==> config.mk <==
export PLATFORM = sky130hd
export DESIGN_NAME = wb_lsu_master
export DESIGN_NICKNAME = d
export VERILOG_FILES = /design/src/rtl/wb_lsu_master.sv
export SDC_FILE = /design/constraint.sdc
export NUM_CORES = 1
export LEC_CHECK = 0
export CORE_UTILIZATION = 46
export CTS_CLUSTER_DIAMETER = 100
export DETAILED_ROUTE_END_ITERATION = 8
export PLACE_DENSITY_LB_ADDON = 0.05
export REMOVE_ABC_BUFFERS = 1
export SLEW_MARGIN = 15
export SYNTH_ARGS = -nofsm -noshare
export SYNTH_HDL_FRONTEND = slang
export SYNTH_SLANG_ARGS = --single-unit
==> constraint.sdc <==
create_clock -name clk -period 2.5 [get_ports clk]
set_clock_uncertainty 0.1 [all_clocks]
set_input_delay 0.75 -clock clk [delete_from_list [all_inputs] [get_ports clk]]
set_output_delay 0.75 -clock clk [all_outputs]
set_load 0.02 [all_outputs]
==> src/rtl/wb_lsu_master.sv <==
// Wishbone initiator for the load/store stage: one request at a time, funct3/alignment
// checking, a single classic bus cycle with watchdog, and a one-cycle response pulse.
module wb_lsu_master #(
  parameter int DATA_WIDTH     = 32,
  parameter int ADDR_WIDTH     = 9,
  parameter int TIMEOUT_CYCLES = 16
) (
  input  logic                  clk,
  input  logic                  rst_n,
  input  logic                  req_valid,
  output logic                  req_ready,
  input  logic                  req_we,
  input  logic [ADDR_WIDTH-1:0] req_addr,
  input  logic [DATA_WIDTH-1:0] req_wdata,
  input  logic [2:0]            req_funct3,
  output logic                  resp_valid,
  output logic                  resp_err,
  output logic [DATA_WIDTH-1:0] resp_rdata,
  output logic                  wb_cyc_o,
  output logic                  wb_stb_o,
  output logic                  wb_we_o,
  output logic [ADDR_WIDTH-1:0] wb_adr_o,
  output logic [DATA_WIDTH-1:0] wb_dat_o,
  output logic [2:0]            wb_funct3_o,
  input  logic [DATA_WIDTH-1:0] wb_dat_i,
  input  logic                  wb_ack_i
);

  localparam int CW = $clog2(TIMEOUT_CYCLES);
  localparam logic [CW-1:0] CNT_LAST = CW'(TIMEOUT_CYCLES - 1);

  typedef enum logic [1:0] {IDLE, BUS, RESP} state_t;

  state_t                  state, state_next;
  logic [CW-1:0]           cnt, cnt_next;
  logic                    cyc, cyc_next;
  logic                    we_o_next;
  logic [ADDR_WIDTH-1:0]   adr_next;
  logic [DATA_WIDTH-1:0]   dat_next;
  logic [2:0]              f3_next;
  logic                    err_next;
  logic [DATA_WIDTH-1:0]   rdata_next;

  function automatic logic legal(input logic we, input logic [2:0] f3, input logic [1:0] a);
    logic ok;
    ok = 1'b0;
    case (f3)
      3'b000:  ok = 1'b1;
      3'b001:  ok = ~a[0];
      3'b010:  ok = (a == 2'b00);
      3'b100:  ok = ~we;
      3'b101:  ok = ~we & ~a[0];
      default: ok = 1'b0;
    endcase
    return ok;
  endfunction

  always_ff @(posedge clk or negedge rst_n) begin
    if (!rst_n) begin
      state       <= IDLE;
      cnt         <= '0;
      cyc         <= 1'b0;
      wb_we_o     <= 1'b0;
      wb_adr_o    <= '0;
      wb_dat_o    <= '0;
      wb_funct3_o <= '0;
      resp_err    <= 1'b0;
      resp_rdata  <= '0;
    end else begin
      state       <= state_next;
      cnt         <= cnt_next;
      cyc         <= cyc_next;
      wb_we_o     <= we_o_next;
      wb_adr_o    <= adr_next;
      wb_dat_o    <= dat_next;
      wb_funct3_o <= f3_next;
      resp_err    <= err_next;
      resp_rdata  <= rdata_next;
    end
  end

  always_comb begin
    state_next = state;
    cnt_next   = cnt;
    cyc_next   = 1'b0;
    we_o_next  = 1'b0;
    adr_next   = wb_adr_o;
    dat_next   = wb_dat_o;
    f3_next    = wb_funct3_o;
    err_next   = resp_err;
    rdata_next = resp_rdata;
    case (state)
      IDLE: begin
        if (req_valid) begin
          if (legal(req_we, req_funct3, req_addr[1:0])) begin
            state_next = BUS;
            cnt_next   = '0;
            cyc_next   = 1'b1;
            we_o_next  = req_we;
            adr_next   = req_addr;
            dat_next   = req_wdata;
            f3_next    = req_funct3;
          end else begin
            state_next = RESP;
            err_next   = 1'b1;
            rdata_next = '0;
          end
        end
      end
      BUS: begin
        // Ack wins over the watchdog even on its final cycle.
        if (wb_ack_i) begin
          state_next = RESP;
          err_next   = 1'b0;
          rdata_next = wb_we_o ? '0 : wb_dat_i;
        end else if (cnt == CNT_LAST) begin
          state_next = RESP;
          err_next   = 1'b1;
          rdata_next = '0;
        end else begin
          cnt_next  = cnt + 1'b1;
          cyc_next  = 1'b1;
          we_o_next = wb_we_o;
        end
      end
      RESP: state_next = IDLE;
      default: state_next = IDLE;
    endcase
  end

  assign req_ready  = (state == IDLE);
  assign resp_valid = (state == RESP);
  assign wb_cyc_o   = cyc;
  assign wb_stb_o   = cyc;

endmodule

---- Word-level counts from Yosys, hierarchy flattened ----
Index checks and enable logic that the tools add are counted.
word-level totals
  bits of input ports ..................... 81
  output and inout bits ................... 82
  register bits ........................... 85
  word-level logic and storage cells ...... 68
cells by class
  $add $sub $neg .......................... 1
  reductions and logical operators ........ 8
  multiplexer cells ....................... 34
  equality and inequality tests ........... 13
  bitwise operators ....................... 3
operators with widths
  cell                 number
  $mux 32              5
  $pmux 32 s2          1
  $mux 4               4
  $mux 1               14
  $mux 2               4
  $ne 2x2->1 const B   4
  $pmux 4 s2           1
  $eq 3x3->1 const B   2
  $pmux 1 s2           3
  $pmux 1 s5           1
  $reduce_and 5->1     1
  $add 4x1->4 const B  1
  $eq 4x4->1 const B   1
  $logic_not 2->1      2
  $pmux 2 s2           1
  $reduce_and 4->1     1
  $eq 3x1->1 const B   1
  $eq 3x2->1 const B   1
  $logic_not 3->1      1
  $ne 3x3->1 const B   1
  $reduce_and 3->1     1
  $eq 2x1->1 const B   1
  $eq 2x2->1 const B   1
  $ne 2x1->1 const B   1
  other kinds (4)      5

---- Depth between registers and ports, before layout ----
Gate-level depths: netlist of the first run.
  depth after elaboration ................. 8
  gate-level depth with buffers ........... 6
  gate-level depth less buffers ........... 4

---- Least setup slack after synthesis of the first run ----
Ideal clock, no wire load.
  path kind ............................... input -> register
  from .................................... in req_funct3[0]
  to ...................................... reg wb_adr_o[0]
  data required time ...................... 2.275 ns
  path buffers ............................ 1
  arrival time ............................ 1.824 ns
  setup time .............................. 0.125 ns
  cell stages on the path ................. 4
  path slack .............................. 0.451 ns
  cell sequence ........................... a221oi_2 -> o211ai_4 -> buf_6 -> mux2_4
between the ends
  word-level cells in the longest chain between the ends .. 5
  elaborated cells between the ends (all ways) .. 9
  classes of those cells .................. 4 x eq/ne; 3 x mux; 2 x reduce/logical
ends and longest elaborated chain
  what                                 RTL line  text
  start, declared                      15        input logic [2:0] req_funct3,
  $eq 3x3->1 (tied with other cells)   47        case (f3)
  $pmux 1 s5 *                         47
  $mux 1 *                             94        if (req_valid) begin
  $mux 1 *                             92        case (state)
  $reduce_and 3->1 (no source line) *  --
  end signal, assigned                 74        wb_adr_o <= adr_next;
  end, declared                        22        output logic [ADDR_WIDTH-1:0] wb_adr_o,
Mark *: on every way between the ends. The rest lies on a longest branch, timed or not. The select of a mux whose other input is x is not followed.
A chain may end at the register's enable or synchronous reset.

---- Worst setup path in the final report of the first run ----
  from .................................... in req_funct3[2]
  to ...................................... reg resp_rdata[10]
between the ends
  word-level cells in the longest chain between the ends .. 6
  elaborated cells between the ends (all ways) .. 10
  classes of those cells .................. 5 x eq/ne; 3 x mux; 2 x reduce/logical
ends and longest elaborated chain
  what                                 RTL line  text
  $eq 3x3->1 (tied with other cells)   47
  $pmux 1 s5 *                         47
  $mux 1 *                             94
  $mux 1 *                             92
  $ne 2x2->1 (no source line) *        --
  $reduce_and 4->1 (no source line) *  --
  end signal, assigned                 78        resp_rdata <= rdata_next;
  end, declared                        18        output logic [DATA_WIDTH-1:0] resp_rdata,
Marks and branches as above.

==> results of run 1 <==
-- worst min path at each step --
| stage | to | cells after the start |
|---|---|---|
| final | wb_dat_o[2] | 1 |
| after global routing | resp_rdata[19] | 1 |
| after CTS | wb_dat_o[2] | 1 |
| after floorplan | cnt[0] | 0 |
| after global placement | wb_dat_o[14] | 1 |
| after detailed placement | wb_dat_o[9] | 1 |
-- final cells by class --
type / instances / area (sq um)
clock buffers: 11 / 141
clock inverters: 4 / 72.6
fillers: 569 / 2020
inverters: 3 / 11.3
multi-input cells: 181 / 1560
flip-flops and latches: 85 / 2130
well taps: 102 / 128
repair buffers: 178 / 1790
-- cells by family after synthesis --
family	synth area share
AO/OA/AOI/OAI	0.193
flip-flops	0.561
multiplexers	0.172
buffers and inverters	0.0360
AND/OR/NAND/NOR	0.0340
adder cells (fa/ha/maj)	0.00330
-- state kept, by name, summed over array words and instances, names as in the netlist --
register	flops
state	2
wb_dat_o	32
resp_err	1
cnt	4
wb_funct3_o	3
wb_we_o	1
wb_adr_o	9
wb_cyc_o	1
resp_rdata	32
-- synthesized netlist by cell type (2+ instances only) --
library cell,count,share of area
mux2_4,39,0.15
clkbuf_1,18,0.018
nor2b_1,4,0.0066
o21ba_2,3,0.0079
nor2_1,3,0.0030
mux2_2,6,0.018
a31oi_1,2,0.0033
dfrtp_1,85,0.56
a22oi_1,32,0.063
o211ai_1,2,0.0040
nand3_1,2,0.0026
o21ai_1,11,0.015
inv_1,2,0.0020
o21ai_0,59,0.078
buf_6,4,0.012
nand2_1,3,0.0030
-- power by group through the flow --
| stage | registers [mW] | clock network [mW] | logic (mW) |
|---|---|---|---|
| floorplan | 3.09 | 0 | 0.875 |
| global placement | 2.39 | 0 | 3.16 |
| detailed placement | 2.42 | 0 | 3.22 |
| CTS | 2.41 | 1.08 | 3.22 |
| global route | 2.49 | 1.13 | 3.38 |
| finish | 2.41 | 1.05 | 3.20 |
-- per-layer routing --
metal  vias up  wire [um]  global-route usage  share of wire
met5         -          0                   0              0
met4         0         59              0.0705         0.0057
met3         4        727              0.0468          0.070
met2       131       5080               0.404           0.49
met1      1549       4480               0.310           0.43
li1       1405          -                   -              -
-- metrics by stage --
| step | total power [mW] | cells | hold WS (ns) |
|---|---|---|---|
| after floorplan | 3.97 | 269 | 0.354 |
| after global placement | 5.54 | 549 | 0.386 |
| after detailed placement | 5.64 | 549 | 0.392 |
| after CTS | 6.71 | 564 | 0.172 |
| after global routing | 7.00 | 564 | 0.182 |
| final | 6.67 | 564 | 0.172 |
-- layout by cell type, fill, tap and decap left out, types with 2 or more instances in the layout --
cell type	n
o21ai_1	11
mux2_2	6
nand3_1	2
inv_1	2
a22oi_1	32
o21ba_2	3
o211ai_1	2
buf_4	13
clkdlybuf4s50_1	159
nor2_1	3
nand2_1	3
o21ai_0	59
buf_12	4
clkbuf_8	10
bufinv_16	2
nor2b_1	4
mux2_4	39
dfrtp_1	85
==> results.toml, run 1 <==
[synth]
synthCells = 293
yosysWarnings = 0
synth_area_per_cell_sq_um = 12.9
ys_ff_latch = 85
ys_types = 34
synth_area_sq_mm = 0.00379
synth_edf_count = 0
synth_top_flop_cell = "dfrtp_1"
ys_async_sr_fraction = 1.00
ys_seq_area_frac = 0.561

[setup_path]
ff2ff_path_depth = 5
crit_path_end = "resp_rdata[10]"
worstPathArrival_ns = 2.47
reg2reg_to = "resp_rdata[10]"
ff2ff_setup_slack_ns = 0.67
startpoint_type = "input port"
worstSetupPathType = "input port to register"
slowest_delay_ns = 0.58
cp-end-kind = "register"
critPathMaxFanout = 14
cpMaxStageDelayCell = "clkdlybuf4s50_1"
path_common_cell = "buf_4"
path_cells = "clkdlybuf4s50_1, a221oi_2, buf_4, nor4b_4, buf_4, o21ai_0"
r2r-start = "cnt[0]"
worst_ep_required_time_ns = 2.61
crit_cells = 6
critical-path-top-delay-family = "buffers and inverters"
path_buf_inv = 3
worstSetupStartpoint = "req_funct3[2]"

[timing]
drv_slew = 0
finalCritPeriodShare = 0.942
relSlewSlack = 0.656
hold_viol_final = 0
min_period_ns = 2.36
fmax_mhz = 424
setup_viol = 0
worst_slew_pin_slew_ns = 0.514
rsz0062_at_grt = "false"
setup_slack_ns = 0.144
fin_setup_tns_ns = 0

[cells_and_area]
final_area_sq_mm = 0.00583
syn_to_final_growth_pct = 53.7
nets = 540
insertedDiodeCount = 0
drive_above_1_share = 0.188
fin_util = 0.743

[grt]
grt_max_degree = 45
grt_pass1_wl_um = 15900
grt_pass1_vias = 3059
grt_usage = 0.239
grt_overflow_total = 0
antenna_found_initial = 0

[power_and_ir_drop]
p_comb_frac = 0.480
p_seq_frac = 0.362
swShare = 0.360
p_int_mw = 4.27
leakagePower_nw = 2.49
p_per_area_mw_per_mm2 = 1140
clkPwrFrac = 0.158
p_sw_mw = 2.40
ir_drop_mv = 0.667

[floorplan]
num_io_pins = 163
die_area_sq_mm = 0.00861
floorplan.die.width_um = 92.8
dieHeight_um = 92.8
core_area_sq_mm = 0.00785
floorplan.initialDensity = 0.483
row_count = 32

[route]
drc = 0
vias_per_cell = 5.48
antenna_left = 0
vias = 3089
drt-initial-drc-count = 108
routed_wl_um = 10300
routedWlPerCell_um = 18.3
dr.pass1.iters = 4

[clocking]
ctsResizeCount = 1
root_buffer = "clkbuf_8"
htreeDepth = 3
clock_path_buffers = 2
clkTransAtPathRegs_ns = 0.08
cts_buffers = 9
cts.hold.buffers_added = 0
cts_setup_buffers = 0
clk_latency_ns = 0.34
clock-sinks = 85
cts_tree = "built"

[outcome]
run_status = "complete, no violations"

[placed_design]
dpl_worst_slack_ns = -0.219
gp_congestion = 0.788
post-dp-hpwl_um = 7350
place_area_sq_mm = 0.00561
io_buffers = 162

[min_path]
min_path_type = "input port to asynchronous set/reset pin"

[job]
maxCapViolations = 0
Note: power is estimated with default switching activity, not from simulation.
==> run 2, diff against run 1 <==
--- a/config.mk
+++ b/config.mk
@@ -6,7 +6,7 @@
 export NUM_CORES = 1
 export LEC_CHECK = 0
 export CORE_UTILIZATION = 46
-export CTS_CLUSTER_DIAMETER = 100
+export CTS_CLUSTER_DIAMETER = 40
 export DETAILED_ROUTE_END_ITERATION = 8
 export PLACE_DENSITY_LB_ADDON = 0.05
 export REMOVE_ABC_BUFFERS = 1
==> results of run 2 <==
No change in the layout: final DEF, timing and power equal those of run 1.
